$ cat src/rtl/debounce_pkg.sv
// Shared constants and helpers for the multi-channel debouncer and its bench.
package debounce_pkg;

  localparam logic ACTIVE_HIGH = 1'b1;
  localparam logic ACTIVE_LOW  = 1'b0;

  typedef enum logic [1:0] {
    EV_PRESS   = 2'd0,
    EV_RELEASE = 2'd1,
    EV_LONG    = 2'd2
  } event_e;

  // Consecutive stable cycles needed before a new level is accepted.
  function automatic int unsigned accept_cycles(input int unsigned ctr_bits);
    return 32'd1 << ctr_bits;
  endfunction

endpackage

$ cat src/rtl/debounce_multi_if.sv
// Button bus between the debouncer and its consumer. The release event is
// named "released" because "release" is a reserved word in SystemVerilog.
interface debounce_multi_if #(
  parameter int CHANNELS = 4
);

  logic [CHANNELS-1:0] btn;
  logic [CHANNELS-1:0] out;
  logic [CHANNELS-1:0] press;
  logic [CHANNELS-1:0] released;
  logic [CHANNELS-1:0] long_press;

  modport master (
    output btn,
    input  out,
    input  press,
    input  released,
    input  long_press
  );

  modport slave (
    input  btn,
    output out,
    output press,
    output released,
    output long_press
  );

endinterface

$ cat src/rtl/debounce_chan.sv
// One debounced channel: synchroniser, stability counter, edge events and
// long-press detection. Channels share no state.
module debounce_chan
  import debounce_pkg::*;
#(
  parameter int   CTR_BITS     = 20,
  parameter int   LONG_BITS    = 25,
  parameter int   SYNC_STAGES  = 2,
  parameter logic ACTIVE_LEVEL = ACTIVE_HIGH
) (
  input  logic clk,
  input  logic rst_n,
  input  logic btn,
  output logic out,
  output logic press,
  output logic released,
  output logic long_press
);

  localparam logic                 INACTIVE = ~ACTIVE_LEVEL;
  localparam logic [CTR_BITS-1:0]  CNT_MAX  = {CTR_BITS{1'b1}};
  localparam logic [LONG_BITS-1:0] HOLD_MAX = {LONG_BITS{1'b1}};

  logic [SYNC_STAGES-1:0] sync_r;
  logic                   level_s;
  logic [CTR_BITS-1:0]    cnt_r;
  logic [CTR_BITS-1:0]    cnt_s;
  logic                   out_r;
  logic                   out_s;
  logic                   out_q_r;
  logic                   press_r;
  logic                   release_r;
  logic                   long_r;
  logic [LONG_BITS-1:0]   hold_r;
  logic [LONG_BITS-1:0]   hold_s;
  logic                   long_done_r;
  logic                   long_done_s;
  logic                   hit_r;
  logic                   hit_s;

  // Bring the raw input into clk; flops idle at the inactive level.
  always_ff @(posedge clk or negedge rst_n) begin
    if (!rst_n) begin
      sync_r <= {SYNC_STAGES{INACTIVE}};
    end else begin
      sync_r <= {sync_r[SYNC_STAGES-2:0], btn};
    end
  end

  assign level_s = sync_r[SYNC_STAGES-1] ^ INACTIVE;

  // Next-state for the stability counter and the hold/long-press tracker.
  always_comb begin
    cnt_s       = cnt_r;
    out_s       = out_r;
    hold_s      = hold_r;
    long_done_s = long_done_r;
    hit_s       = 1'b0;

    if (level_s == out_r) begin
      cnt_s = {CTR_BITS{1'b0}};
    end else if (cnt_r == CNT_MAX) begin
      out_s = level_s;
      cnt_s = {CTR_BITS{1'b0}};
    end else begin
      cnt_s = cnt_r + {{(CTR_BITS-1){1'b0}}, 1'b1};
    end

    if (!out_r) begin
      hold_s      = {LONG_BITS{1'b0}};
      long_done_s = 1'b0;
    end else if (!long_done_r) begin
      if (hold_r == HOLD_MAX) begin
        long_done_s = 1'b1;
        hit_s       = 1'b1;
      end else begin
        hold_s = hold_r + {{(LONG_BITS-1){1'b0}}, 1'b1};
      end
    end else begin
      hold_s = hold_r;
    end
  end

  // State and registered event pulses; a hit is dropped if out fell meanwhile.
  always_ff @(posedge clk or negedge rst_n) begin
    if (!rst_n) begin
      cnt_r       <= {CTR_BITS{1'b0}};
      out_r       <= 1'b0;
      out_q_r     <= 1'b0;
      press_r     <= 1'b0;
      release_r   <= 1'b0;
      long_r      <= 1'b0;
      hold_r      <= {LONG_BITS{1'b0}};
      long_done_r <= 1'b0;
      hit_r       <= 1'b0;
    end else begin
      cnt_r       <= cnt_s;
      out_r       <= out_s;
      out_q_r     <= out_r;
      press_r     <= out_r & ~out_q_r;
      release_r   <= ~out_r & out_q_r;
      long_r      <= hit_r & out_r;
      hold_r      <= hold_s;
      long_done_r <= long_done_s;
      hit_r       <= hit_s;
    end
  end

  assign out        = out_r;
  assign press      = press_r;
  assign released   = release_r;
  assign long_press = long_r;

endmodule

$ cat src/rtl/debounce_multi.sv
// Multi-channel debouncer: an array of independent debounce_chan instances.
module debounce_multi
  import debounce_pkg::*;
#(
  parameter int   CHANNELS     = 4,
  parameter int   CTR_BITS     = 20,
  parameter int   LONG_BITS    = 25,
  parameter int   SYNC_STAGES  = 2,
  parameter logic ACTIVE_LEVEL = ACTIVE_HIGH
) (
  input  logic             clk,
  input  logic             rst_n,
  debounce_multi_if.slave  bus
);

  wire [CHANNELS-1:0] out_s;
  wire [CHANNELS-1:0] press_s;
  wire [CHANNELS-1:0] release_s;
  wire [CHANNELS-1:0] long_s;

  for (genvar i = 0; i < CHANNELS; i++) begin : g_chan
    debounce_chan #(
      .CTR_BITS     (CTR_BITS),
      .LONG_BITS    (LONG_BITS),
      .SYNC_STAGES  (SYNC_STAGES),
      .ACTIVE_LEVEL (ACTIVE_LEVEL)
    ) u_chan (
      .clk        (clk),
      .rst_n      (rst_n),
      .btn        (bus.btn[i]),
      .out        (out_s[i]),
      .press      (press_s[i]),
      .released   (release_s[i]),
      .long_press (long_s[i])
    );
  end

  assign bus.out        = out_s;
  assign bus.press      = press_s;
  assign bus.released   = release_s;
  assign bus.long_press = long_s;

endmodule

$ cat src/flat_wrapper.sv
// flat-port wrapper written by rule: the top's interface ports become plain ports
module debounce_multi_flat import debounce_pkg::*;
#(
  parameter int   CHANNELS     = 4,
  parameter int   CTR_BITS     = 20,
  parameter int   LONG_BITS    = 25,
  parameter int   SYNC_STAGES  = 2,
  parameter logic ACTIVE_LEVEL = ACTIVE_HIGH
)
  (clk, rst_n, bus_btn, bus_out, bus_press, bus_released, bus_long_press);
  debounce_multi_if #(.CHANNELS(CHANNELS)) bus_i ();
  input  logic clk;
  input  logic rst_n;
  input wire logic [$bits(bus_i.btn)-1:0] bus_btn;
  output wire logic [$bits(bus_i.out)-1:0] bus_out;
  output wire logic [$bits(bus_i.press)-1:0] bus_press;
  output wire logic [$bits(bus_i.released)-1:0] bus_released;
  output wire logic [$bits(bus_i.long_press)-1:0] bus_long_press;
  assign bus_i.btn = bus_btn;
  assign bus_out = bus_i.out;
  assign bus_press = bus_i.press;
  assign bus_released = bus_i.released;
  assign bus_long_press = bus_i.long_press;
  debounce_multi #(.CHANNELS(CHANNELS), .CTR_BITS(CTR_BITS), .LONG_BITS(LONG_BITS), .SYNC_STAGES(SYNC_STAGES), .ACTIVE_LEVEL(ACTIVE_LEVEL)) u_core (.clk(clk), .rst_n(rst_n), .bus(bus_i));
endmodule
$ cat config.mk
export PLATFORM = sky130hd
export DESIGN_NAME = debounce_multi_flat
export DESIGN_NICKNAME = d
export VERILOG_FILES = /design/src/rtl/debounce_pkg.sv /design/src/rtl/debounce_multi_if.sv /design/src/rtl/debounce_chan.sv /design/src/rtl/debounce_multi.sv /design/src/flat_wrapper.sv
export SDC_FILE = /design/constraint.sdc
export NUM_CORES = 1
export LEC_CHECK = 0
export ABC_AREA = 1
export CORE_MARGIN = 3
export CORE_UTILIZATION = 65
export DETAILED_ROUTE_END_ITERATION = 7
export GPL_ROUTABILITY_DRIVEN = 0
export PLACE_DENSITY = 0.94
export SETUP_SLACK_MARGIN = 0.15
export SLEW_MARGIN = 15
export SYNTH_ARGS = -nofsm -noshare
export SYNTH_HDL_FRONTEND = slang
export SYNTH_SLANG_ARGS = --single-unit
$ cat constraint.sdc
create_clock -name clk -period 4.05 [get_ports clk]
set_clock_uncertainty 0.2 [all_clocks]
set_input_delay 0.81 -clock clk [delete_from_list [all_inputs] [get_ports clk]]
set_output_delay 0.81 -clock clk [all_outputs]
set_load 0.01 [all_outputs]
* Word-level counts from Yosys, hierarchy flattened
Index checks and enable logic that the tools add are counted.
** Storage, ports and cells
- Register bits after elaboration :: 216
- Input port bits :: 6
- Output and inout bits :: 16
** Cells by class
- $add $sub $neg :: 8
- Equality and inequality tests :: 20
- Muxes and demuxes :: 40
- Bitwise operators :: 24
- Reduce and logical (&&, ||, !) cells :: 8
** Operators by type and width (count)
- $mux W25 :: 12
- $mux W20 :: 8
- $add A25 B1 Y25 const B :: 4
- $eq A25 B25 Y1 const B :: 4
- $add A20 B1 Y20 const B :: 4
- $eq A20 B20 Y1 const B :: 4
- $mux W1 :: 20
- $ne A2 B2 Y1 const B :: 8
- $reduce_and A2 Y1 :: 8
- $and A1 B1 Y1 :: 12
- $not A1 Y1 :: 12
- $eq A1 B1 Y1 :: 4

* Depth between registers and ports, before layout
Gate-level depths: netlist of the first run.
- Word-level depth :: 4
- Depth in mapped cells :: 11
- Depth with buffers taken out :: 10

* By module
From an unflattened synthesis of the first run, not the netlist that was laid out.
** Unflattened totals
- Cell total of the unflattened synthesis :: 1569
- Area, all modules :: 12032.8 um2
** By module, submodules not included
- debounce_chan at u_core.g_chan[0].u_chan ... :: instances 3, cells an instance 392, area each 2985.4 um2, sequential area each 1351.3 um2
- debounce_chan at u_core.g_chan[1].u_chan :: instances 1, cells an instance 393, area each 3076.7 um2, sequential area each 1351.3 um2

* Worst setup path before layout of the first run
No wires, ideal clock.
- Path type :: reg2reg
- Start point :: register u_core.g_chan[1].u_chan.hold_r[0]
- End point :: register u_core.g_chan[1].u_chan.hold_r[16]
- Setup time :: 117 ps
- Arrival time :: 1450 ps
- Required time :: 3733 ps
- Path slack :: 2282 ps
- Stages on the path, launching flop included :: 12
- Path buffers :: 1
- Clock period less this slack :: 1768 ps
- Cells stage by stage :: dfrtp_1 > ha_1 > nand2_1 > nor2_4 > nand2_2 > nor2_4 > nand2_1 > nand2_1 > nand2_2 > buf_4 > nand3_1 > nand2_1
** Between the ends
- Longest elaborated chain between the ends :: 4
- Elaborated cells on any way between the ends :: 7
- Classes of those cells :: 1 x add/sub; 2 x eq/ne; 3 x mux; 1 x reduce/logical
** Ends and longest elaborated chain
- start, declared :: line debounce_chan.sv:34 : logic [LONG_BITS-1:0] hold_r;
- start signal, assigned :: line debounce_chan.sv:93 : hold_r <= {LONG_BITS{1'b0}};
- start signal, assigned :: line debounce_chan.sv:103 : hold_r <= hold_s;
- $add A25 B1 Y25 :: line debounce_chan.sv:77 : hold_s = hold_r + {{(LONG_BITS-1){1'b0}}, 1'b1};
- $mux W25 :: line debounce_chan.sv:73 : if (hold_r == HOLD_MAX) begin
- $mux W25 :: line debounce_chan.sv:72 : end else if (!long_done_r) begin
- $mux W25 :: line debounce_chan.sv:69 : if (!out_r) begin
Several ways; a longest one is shown, not always the timed one. The select of a mux whose other input is x is not followed.
A chain may end at the register's enable or synchronous reset.

* Worst setup path in the final report of the first run
- Start point :: register u_core.g_chan[0].u_chan.out_r
- End point :: output bus_out[0]
** RTL lines
- start, declared :: line debounce_chan.sv:28 : logic out_r;
- start signal, assigned :: line debounce_chan.sv:98 : out_r <= out_s;
- end, declared :: line flat_wrapper.sv:15 : output wire logic [$bits(bus_i.out)-1:0] bus_out;
No word-level cell between the ends.

==> metrics, run 1 <==
outcome=completed; initial antenna violation count=0; Worst Tran Pin Value=1.06 ns; crit path capture=bus_out[0]; top post-synthesis cells by area=dfrtp_1 45%, nand2_1 14%, nor2_1 8.9%; commonest non-fill, non-tap cell in the layout=nand2_1; CP Data Arrival Time=1.75 ns; type of the worst min-delay path=in -> async; R2R setup slack=1.65 ns; dpl cells=1812; hold_buf cts=0; P per Cell Area=340 mW/mm^2; number of global-route vias before repair=10.3k; LEAKAGE=5.47 nW; Final Cycle Share=0.681; Synth top area share=0.453; TritonCTS clock tree=yes; CP startpoint=u_core.g_chan[0].u_chan.out; largest net degree at the start of global routing=104; GRT Overall Usage=0.266; I/O Buffers=21; Layout Nets=1626; Clock Root Buffer=clkbuf_16; relative slew slack=0.290; final count of pins violating max slew=0; r2r startpoint=u_core.g_chan[2].u_chan.hold_r[0]; Synth Cell Area=0.0119 sq mm; synth warn=0; DRT iter0 DRCs=1031; Max clock buf depth=3; drt total wl=26000 microns; antenna-violating nets left=0; post-CTS resize count=0; post-CTS setup buffers=0; Core Area=0.0176 sq mm; layout cells sized above 1=0.0665; setup violators final=0; Max Freq=362 MHz; later-pin clock latency in the skew report=0.51 ns; Reg clk slew, reported paths=0.06 ns; unrepaired setup endpoints after global routing=no; HPWL after DPL=17400 microns; GRT overflow=0; clock sink count=216; minimum clock period=2.76 ns; largest vdd supply drop=0.389 mV; Rows=48; CP required=3.04 ns; Vias/cell=5.67; Gate Count Post-Synth=1602; Avg Cell Area, Syn=7.44 sq um; first-pass GRT wire length=45600 microns; Worst Path Max Fanout=27; slowest stage delay, CP=0.60 ns; total CTS buffers=23; Die Area=0.0200 sq mm; critical-path cell list=buf_4 -> clkdlybuf4s50_1; first-pass iteration count of the detailed router=7; Hold Vio Cnt, Final=0; Non-Filler Instances=1850; Worst Setup Path Type=reg -> out; total negative slack=0 ns; Die H=141 microns; via count=10.5k; wire per inst=14.1 microns; Cell variety after synth=35; Crit. End Element=output pin; Worst R2R End=u_core.g_chan[2].u_chan.hold_r[12]; post-synth top area cell=dfrtp_1; synthesized flop and latch total=216; post-synthesis sequential area ratio=0.453; H-Tree Depth=1; r2r worst-path depth=9; die width=141 microns; initial core utilization=0.678; slowest library cell on the worst path=clkdlybuf4s50_1; Post-Syn Nets=1616; MaxCap Viol Count=0; I/O pins=22; antenna fix cells=0; Layout area overhead=8.42%; startpoint type of the worst setup path=register; Residual DRC=0; most frequent cells in the layout=457 x nand2_1, 284 x nor2_1, 216 x dfrtp_1
critical path, delay by kind of cell (launching register included):
kind | cells | cell delay [ns]
flops | 1 | 0.33
buf+inv | 2 | 0.90
cell families (layout without fill, tap and decap cells):
group | after synthesis | after routing | share of synthesized area
AND/OR/NAND/NOR | 975 | 975 | 0.346
adder cells (fa/ha/maj) | 8 | 8 | 0.00839
XOR/XNOR | 64 | 64 | 0.0470
flip-flops | 216 | 216 | 0.453
buffers and inverters | 197 | 220 | 0.0748
AO/OA/AOI/OAI | 142 | 142 | 0.0709
worst min-delay path by stage:
stage | end | depth (start not counted) | slack [ns]
6_report | u_core.g_chan[3].u_chan.hold_r[9] | 1 | 0.11
5_1_grt | u_core.g_chan[2].u_chan.sync_r[1] | 0 | 0.16
4_1_cts | u_core.g_chan[2].u_chan.sync_r[1] | 0 | 0.15
3_5_place_dp | u_core.g_chan[2].u_chan.sync_r[1] | 0 | 0.14
3_3_place_gp | u_core.g_chan[1].u_chan.sync_r[1] | 0 | 0.14
2_1_floorplan | u_core.g_chan[0].u_chan.sync_r[1] | 0 | 0.13
cells in the mapped netlist (all sizes together):
cell type	instances
clkinv	2
and2	2
clkbuf	15
o211ai	3
nor3	31
nand2	471
nand4	29
buf	32
a21oi	20
nor2	303
o21bai	18
nor4	1
dfrtp	216
nor3b	3
xor2	38
o21ai	98
a31oi	1
ha	8
inv	148
nand3	134
xnor2	26
or2	1
o22ai	2
final cells by class:
type / instances / area (sq um)
Timing Repair Buffer: 32 / 298
Tap cell: 225 / 282
Fill cell: 1217 / 4670
Clock buffer: 32 / 649
Multi-Input combinational cell: 1189 / 5630
Sequential cell: 216 / 5410
Clock inverter: 6 / 105
Inverter: 150 / 563
power breakdown:
| group | internal (mW) | switching (mW) |
|---|---|---|
| clock | 1.30 | 0.828 |
| combinational | 0.0211 | 0.0679 |
| sequential | 2.17 | 0.0100 |
metal layers:
layer | up-vias | global-route usage | share of wire
li1 | 5087 | - | -
met1 | 4916 | 0.348 | 0.42
met2 | 408 | 0.459 | 0.49
met3 | 80 | 0.0351 | 0.058
met4 | 0 | 0.0909 | 0.031
met5 | - | 0 | 0
registers in the layout, summed over array words and instances, names as in the netlist:
| register | cells |
|---|---|
| u_core.g_chan.u_chan.press | 4 |
| u_core.g_chan.u_chan.long_press | 4 |
| u_core.g_chan.u_chan.released | 4 |
| u_core.g_chan.u_chan.hit_r | 4 |
| u_core.g_chan.u_chan.sync_r | 8 |
| u_core.g_chan.u_chan.out_q_r | 4 |
| u_core.g_chan.u_chan.long_done_r | 4 |
| u_core.g_chan.u_chan.out | 4 |
| u_core.g_chan.u_chan.cnt_r | 80 |
| u_core.g_chan.u_chan.hold_r | 100 |
through the flow:
| step | hold WS, ns | cell area (sq um) | util | setup WS, ns | total power, mW |
|---|---|---|---|---|---|
| final | 0.107 | 12900 | 0.735 | 1.29 | 4.40 |
| after global routing | 0.158 | 12900 | 0.735 | 1.23 | 4.52 |
| after CTS | 0.149 | 12900 | 0.735 | 1.27 | 4.43 |
| after detailed placement | 0.136 | 12200 | 0.692 | 1.67 | 2.31 |
| after global placement | 0.136 | 12200 | 0.692 | 1.76 | 2.31 |
| after floorplan | 0.131 | 11900 | - | 2.28 | 2.25 |
Note: power is estimated with default switching activity, not from simulation.
==> run 2: changes to the inputs <==
- CORE_UTILIZATION: 65 -> 63
- PLACE_DENSITY: 0.94 -> 0.91
- clock period: 4.05 -> 2.8 ns (I/O delays scaled with it)
==> run 2 against run 1 <==
  * Critical path depth unchanged
  * Die area up 3.0%
  * Clock power up 44%
  * Worst hold slack better by 0.040 ns
  * Global-route usage down 1.2 points
  * First-iteration DRC count down 14%
  * Sequential cell count unchanged
  * Power up 45%
  * Count of clock-buffer cells in the layout up 4
  * Setup slack worse by 0.93 ns
  * Register-to-register slack worse by 1.0 ns
  * Largest power group unchanged
==> metrics, run 2 (synthesis gave the netlist of run 1 again) <==
biggest regs=u_core.g_chan.u_chan.hold_r x100, u_core.g_chan.u_chan.cnt_r x80, u_core.g_chan.u_chan.sync_r x8; Clock Root Buffer=clkbuf_16; Final Cycle Share=0.870; GRT overflow=0; later-pin clock latency in the skew report=0.52 ns; minimum clock period=2.44 ns; CP Data Arrival Time=1.68 ns; fillcell total=1326; TritonCTS clock tree=yes; Comb pwr share=0.021; Layout area overhead=9.25%; Core Area=0.0183 sq mm; Crit. End Element=output pin; Max clock buf depth=3; Rows=49; Vias/cell=5.58; post-CTS setup buffers=0; critical-path cell list=buf_4 -> clkdlybuf4s50_1; Die H=144 microns; wire per inst=13.5 microns; Worst Path Max Fanout=13; H-Tree Depth=1; sequential share of power=0.496; commonest non-fill, non-tap cell in the layout=nand2_1; initial antenna violation count=0; antenna-violating nets left=0; fin area=0.0130 sq mm; Post-Place Setup Slack=0.651 ns; Worst Setup Path Type=reg -> out; first-pass iteration count of the detailed router=6; Clk pwr share=0.483; drt total wl=25200 microns; slowest library cell on the worst path=clkdlybuf4s50_1; DRT iter0 DRCs=884; largest vdd supply drop=0.430 mV; Reg clk slew, reported paths=0.06 ns; Layout Nets=1630; GRT Overall Usage=0.254; post-CTS resize count=0; R2R setup slack=0.60 ns; most frequent cells in the layout=457 x nand2_1, 284 x nor2_1, 216 x dfrtp_1; LEAKAGE=5.50 nW; startpoint type of the worst setup path=register; unrepaired setup endpoints after global routing=no; via count=10.4k; Reg area=0.00541 sq mm; I/O pins=22; MaxCap Viol Count=0; largest register by flop count=u_core.g_chan.u_chan.hold_r; total CTS buffers=24; number of global-route vias before repair=10.1k; outcome=completed; final count of pins violating max slew=0; Residual DRC=0; antenna fix cells=0; I/O Buffers=21; initial core utilization=0.653; Hold Vio Cnt, Final=0; setup violators final=0; hold_buf cts=1; Final Worst Setup Slack=0.365 ns; P per Cell Area=488 mW/mm^2; Worst Tran Pin Value=1.15 ns; max FFs per register=100; switching pwr=1.34 mW; slowest stage delay, CP=0.56 ns; clock sink count=216; relative slew slack=0.229; HPWL after DPL=16900 microns; Die Area=0.0206 sq mm; largest net degree at the start of global routing=62; Max Freq=411 MHz; type of the worst min-delay path=reg -> reg; Multi-input gate area=0.00563 sq mm; Sw Ratio=0.210; Cell Area, Placed=0.0122 sq mm; layout cells sized above 1=0.0687; CP required=2.04 ns; total negative slack=0 ns; die width=144 microns; Pint=5.03 mW; first-pass GRT wire length=44500 microns
## run 2: cell types whose count changed in the layout (fill, tap and decap cells not counted), sizes merged
cell and delta:
buf +2, clkinvlp +1, dlygate4sd3 +1, clkbuf +4, bufinv -2
## run 2: worst paths after layout
kind,startpoint,endpoint,depth (start not counted)
min in group asynchronous,rst_n,u_core.g_chan[3].u_chan.hold_r[1],2
setup reg to reg,u_core.g_chan[1].u_chan.hold_r[1],u_core.g_chan[1].u_chan.hold_r[2],9
hold reg to reg,u_core.g_chan[3].u_chan.sync_r[0],u_core.g_chan[3].u_chan.sync_r[1],0
hold / removal,u_core.g_chan[3].u_chan.sync_r[0],u_core.g_chan[3].u_chan.sync_r[1],0
max in group asynchronous,rst_n,u_core.g_chan[3].u_chan.out,3
setup / recovery,u_core.g_chan[3].u_chan.out,bus_out[3],2
## run 2: per-layer routing
metal,vias to the layer above,track usage,share of wire
met5,-,0,0
li1,5100,-,-
met2,331,0.444,0.49
met3,69,0.0343,0.053
met1,4883,0.330,0.43
met4,0,0.0798,0.023
## run 2: per-stage QoR
stage,instances,power (mW),hold WS (ns),utilization
after floorplan,1602,3.25,0.0644,-
after global placement,1818,3.34,0.132,0.670
after detailed placement,1818,3.35,0.136,0.670
after CTS,1860,6.42,0.148,0.713
after global routing,1860,6.56,0.158,0.713
final,1860,6.36,0.147,0.713
## run 2: worst max-delay path: cells and delay by family (launching register included)
kind                   cells  cell delay (ns)
flip-flops                 1             0.38
buffers and inverters      2             0.78
## run 2: power by group through the flow
stage | clock [mW] | sequential (mW) | combinational, mW
4_1_cts | 3.12 | 3.16 | 0.138
3_5_place_dp | 0 | 3.21 | 0.134
5_1_grt | 3.25 | 3.16 | 0.154
2_1_floorplan | 0 | 3.21 | 0.0421
3_3_place_gp | 0 | 3.21 | 0.130
6_report | 3.07 | 3.16 | 0.133
## run 2: area by class of cell
cell class	count	share of cell area
Clock buffer	36	0.0550
Clock inverter	5	0.00432
Inverter	150	0.0432
Multi-Input combinational cell	1189	0.432
Sequential cell	216	0.415
Tap cell	229	0.0220
Timing Repair Buffer	35	0.0286
==> run 3: changes to the inputs <==
- CELL_PAD_IN_SITES_DETAIL_PLACEMENT: unset -> 0
- CELL_PAD_IN_SITES_GLOBAL_PLACEMENT: unset -> 2
- CORE_UTILIZATION: 63 -> 37
==> run 3 against run 2 <==
  * First-iteration DRC count fell by 36%
  * Utilization fell by 29 points
  * Maximum frequency fell by 2.1%
  * Sequential cell count did not move
  * Via count fell by 6.6%
  * Cell count rose by 9.7%
  * Die area rose by 67%
  * Critical path depth did not move
  * Combinational power rose by 7%
  * Clock power rose by 9.4%
  * Critical endpoint is now bus_out[0]
  * Highest routed layer unchanged
==> metrics, run 3 (synthesis gave the netlist of run 1 again) <==
outcome=completed; H-Tree Depth=1; layout cells sized above 1=0.0720; critical-path cell list=buf_6 -> clkdlybuf4s50_1; total negative slack=0 ns; initial core utilization=0.377; Fin Hold WS=0.148 ns; I/O pins=22; Vias/cell=4.75; Finished Core Util=0.423; P per Cell Area=498 mW/mm^2; drt total wl=25900 microns; biggest regs=u_core.g_chan.u_chan.hold_r x100, u_core.g_chan.u_chan.cnt_r x80, u_core.g_chan.u_chan.sync_r x8; Worst Path Max Fanout=26; Max Freq=402 MHz; number of global-route vias before repair=9487; Max clock buf depth=3; Final Worst Setup Slack=0.312 ns; CP Data Arrival Time=1.73 ns; clock sink count=216; Worst Setup Path Type=reg -> out; Layout area overhead=12.1%; DRT iter0 DRCs=567; final count of pins violating max slew=0; HPWL after DPL=18000 microns; top cell family by delay on the critical path=buffers and inverters; I/O Buffers=21; Rows=65; minimum clock period=2.49 ns; commonest non-fill, non-tap cell in the layout=nand2_1; Post-Place Setup Slack=0.656 ns; Cell Area, Placed=0.0125 sq mm; antenna-violating nets left=0; worst path bufs/invs=2; MaxCap Viol Count=0; Die H=186 microns; later-pin clock latency in the skew report=0.52 ns; LEAKAGE=5.57 nW; wire per inst=12.7 microns; largest vdd supply drop=0.531 mV; slowest stage delay, CP=0.59 ns; fin area=0.0134 sq mm; initial antenna violation count=0; Clock Root Buffer=clkbuf_16; startpoint type of the worst setup path=register; largest register by flop count=u_core.g_chan.u_chan.hold_r; TritonCTS clock tree=yes; Residual DRC=0; largest net degree at the start of global routing=73; most frequent cells in the layout=457 x nand2_1, 284 x nor2_1, 216 x dfrtp_1; first-pass iteration count of the detailed router=5; Reg clk slew, reported paths=0.05 ns; GRT Overall Usage=0.158; relative slew slack=0.358; GRT overflow=0; Crit. End Element=output pin; via count=9702; Layout Nets=1635; slowest library cell on the worst path=clkdlybuf4s50_1; Die Area=0.0344 sq mm; Worst Tran Pin Value=0.956 ns; first-pass GRT wire length=45900 microns; die width=186 microns; total power=6.66 mW; Non-Filler Instances=2041; type of the worst min-delay path=reg -> reg; unrepaired setup endpoints after global routing=no; setup violators final=0; antenna fix cells=0; max FFs per register=100; CP required=2.04 ns; Core Area=0.0316 sq mm; Final Cycle Share=0.889; total CTS buffers=26; dpl cells=1994; Hold Vio Cnt, Final=0; post-CTS setup buffers=0
run 3: changes by cell type in the layout (fill, tap and decap cells not counted):
cell / before / now
clkinvlp_4: 1 / 0
bufinv_16: 1 / 2
clkbuf_1: 6 / 8
clkinv_2: 2 / 4
clkbuf_16: 25 / 27
clkinv_4: 1 / 0
buf_6: 0 / 1
buf_4: 9 / 10
buf_12: 4 / 5
run 3: worst paths after layout:
check	cells past startpoint	slack, ns	to	from
setup reg to reg	8	0.66	u_core.g_chan[1].u_chan.hold_r[21]	u_core.g_chan[1].u_chan.hold_r[0]
setup / recovery	2	0.31	bus_out[0]	u_core.g_chan[0].u_chan.out
hold reg to reg	0	0.15	u_core.g_chan[0].u_chan.sync_r[1]	u_core.g_chan[0].u_chan.sync_r[0]
max in group asynchronous	3	1.35	u_core.g_chan[0].u_chan.long_done_r	rst_n
hold / removal	0	0.15	u_core.g_chan[0].u_chan.sync_r[1]	u_core.g_chan[0].u_chan.sync_r[0]
min in group asynchronous	2	0.41	u_core.g_chan[0].u_chan.released	rst_n
run 3: cell type report:
cell class | instances | area [sq um]
Timing Repair Buffer | 38 | 412
Clock buffer | 40 | 774
Tap cell | 402 | 503
Fill cell | 3292 | 18300
Sequential cell | 216 | 5410
Multi-Input combinational cell | 1189 | 5630
Clock inverter | 6 | 80.1
Inverter | 150 | 563
run 3: what timing repair did:
action,CTS,global route
endpoints found under the hold margin,67,0
hold buffers,1,0
setup endpoints to repair,0,1
resized for setup,0,1
run 3: per-layer routing:
layer,vias up,share of wire,GRT usage
met5,-,0,0
met4,0,0.017,0.0277
met3,26,0.027,0.0215
met2,97,0.45,0.264
met1,4471,0.50,0.222
li1,5108,-,-
run 3: worst register-to-register path, delay by kind of cell, from the launching register on:
family | cells | cell delay, ns
flip-flops | 1 | 0.37
AND/OR/NAND/NOR | 6 | 1.08
adder cells (fa/ha/maj) | 1 | 0.18
AO/OA/AOI/OAI | 1 | 0.16
run 3: power breakdown:
part           switching, mW  internal [mW]  leakage, nW
registers             0.0134           3.14         2.99
clock network           1.29           2.07        0.422
logic                  0.101         0.0407         2.16
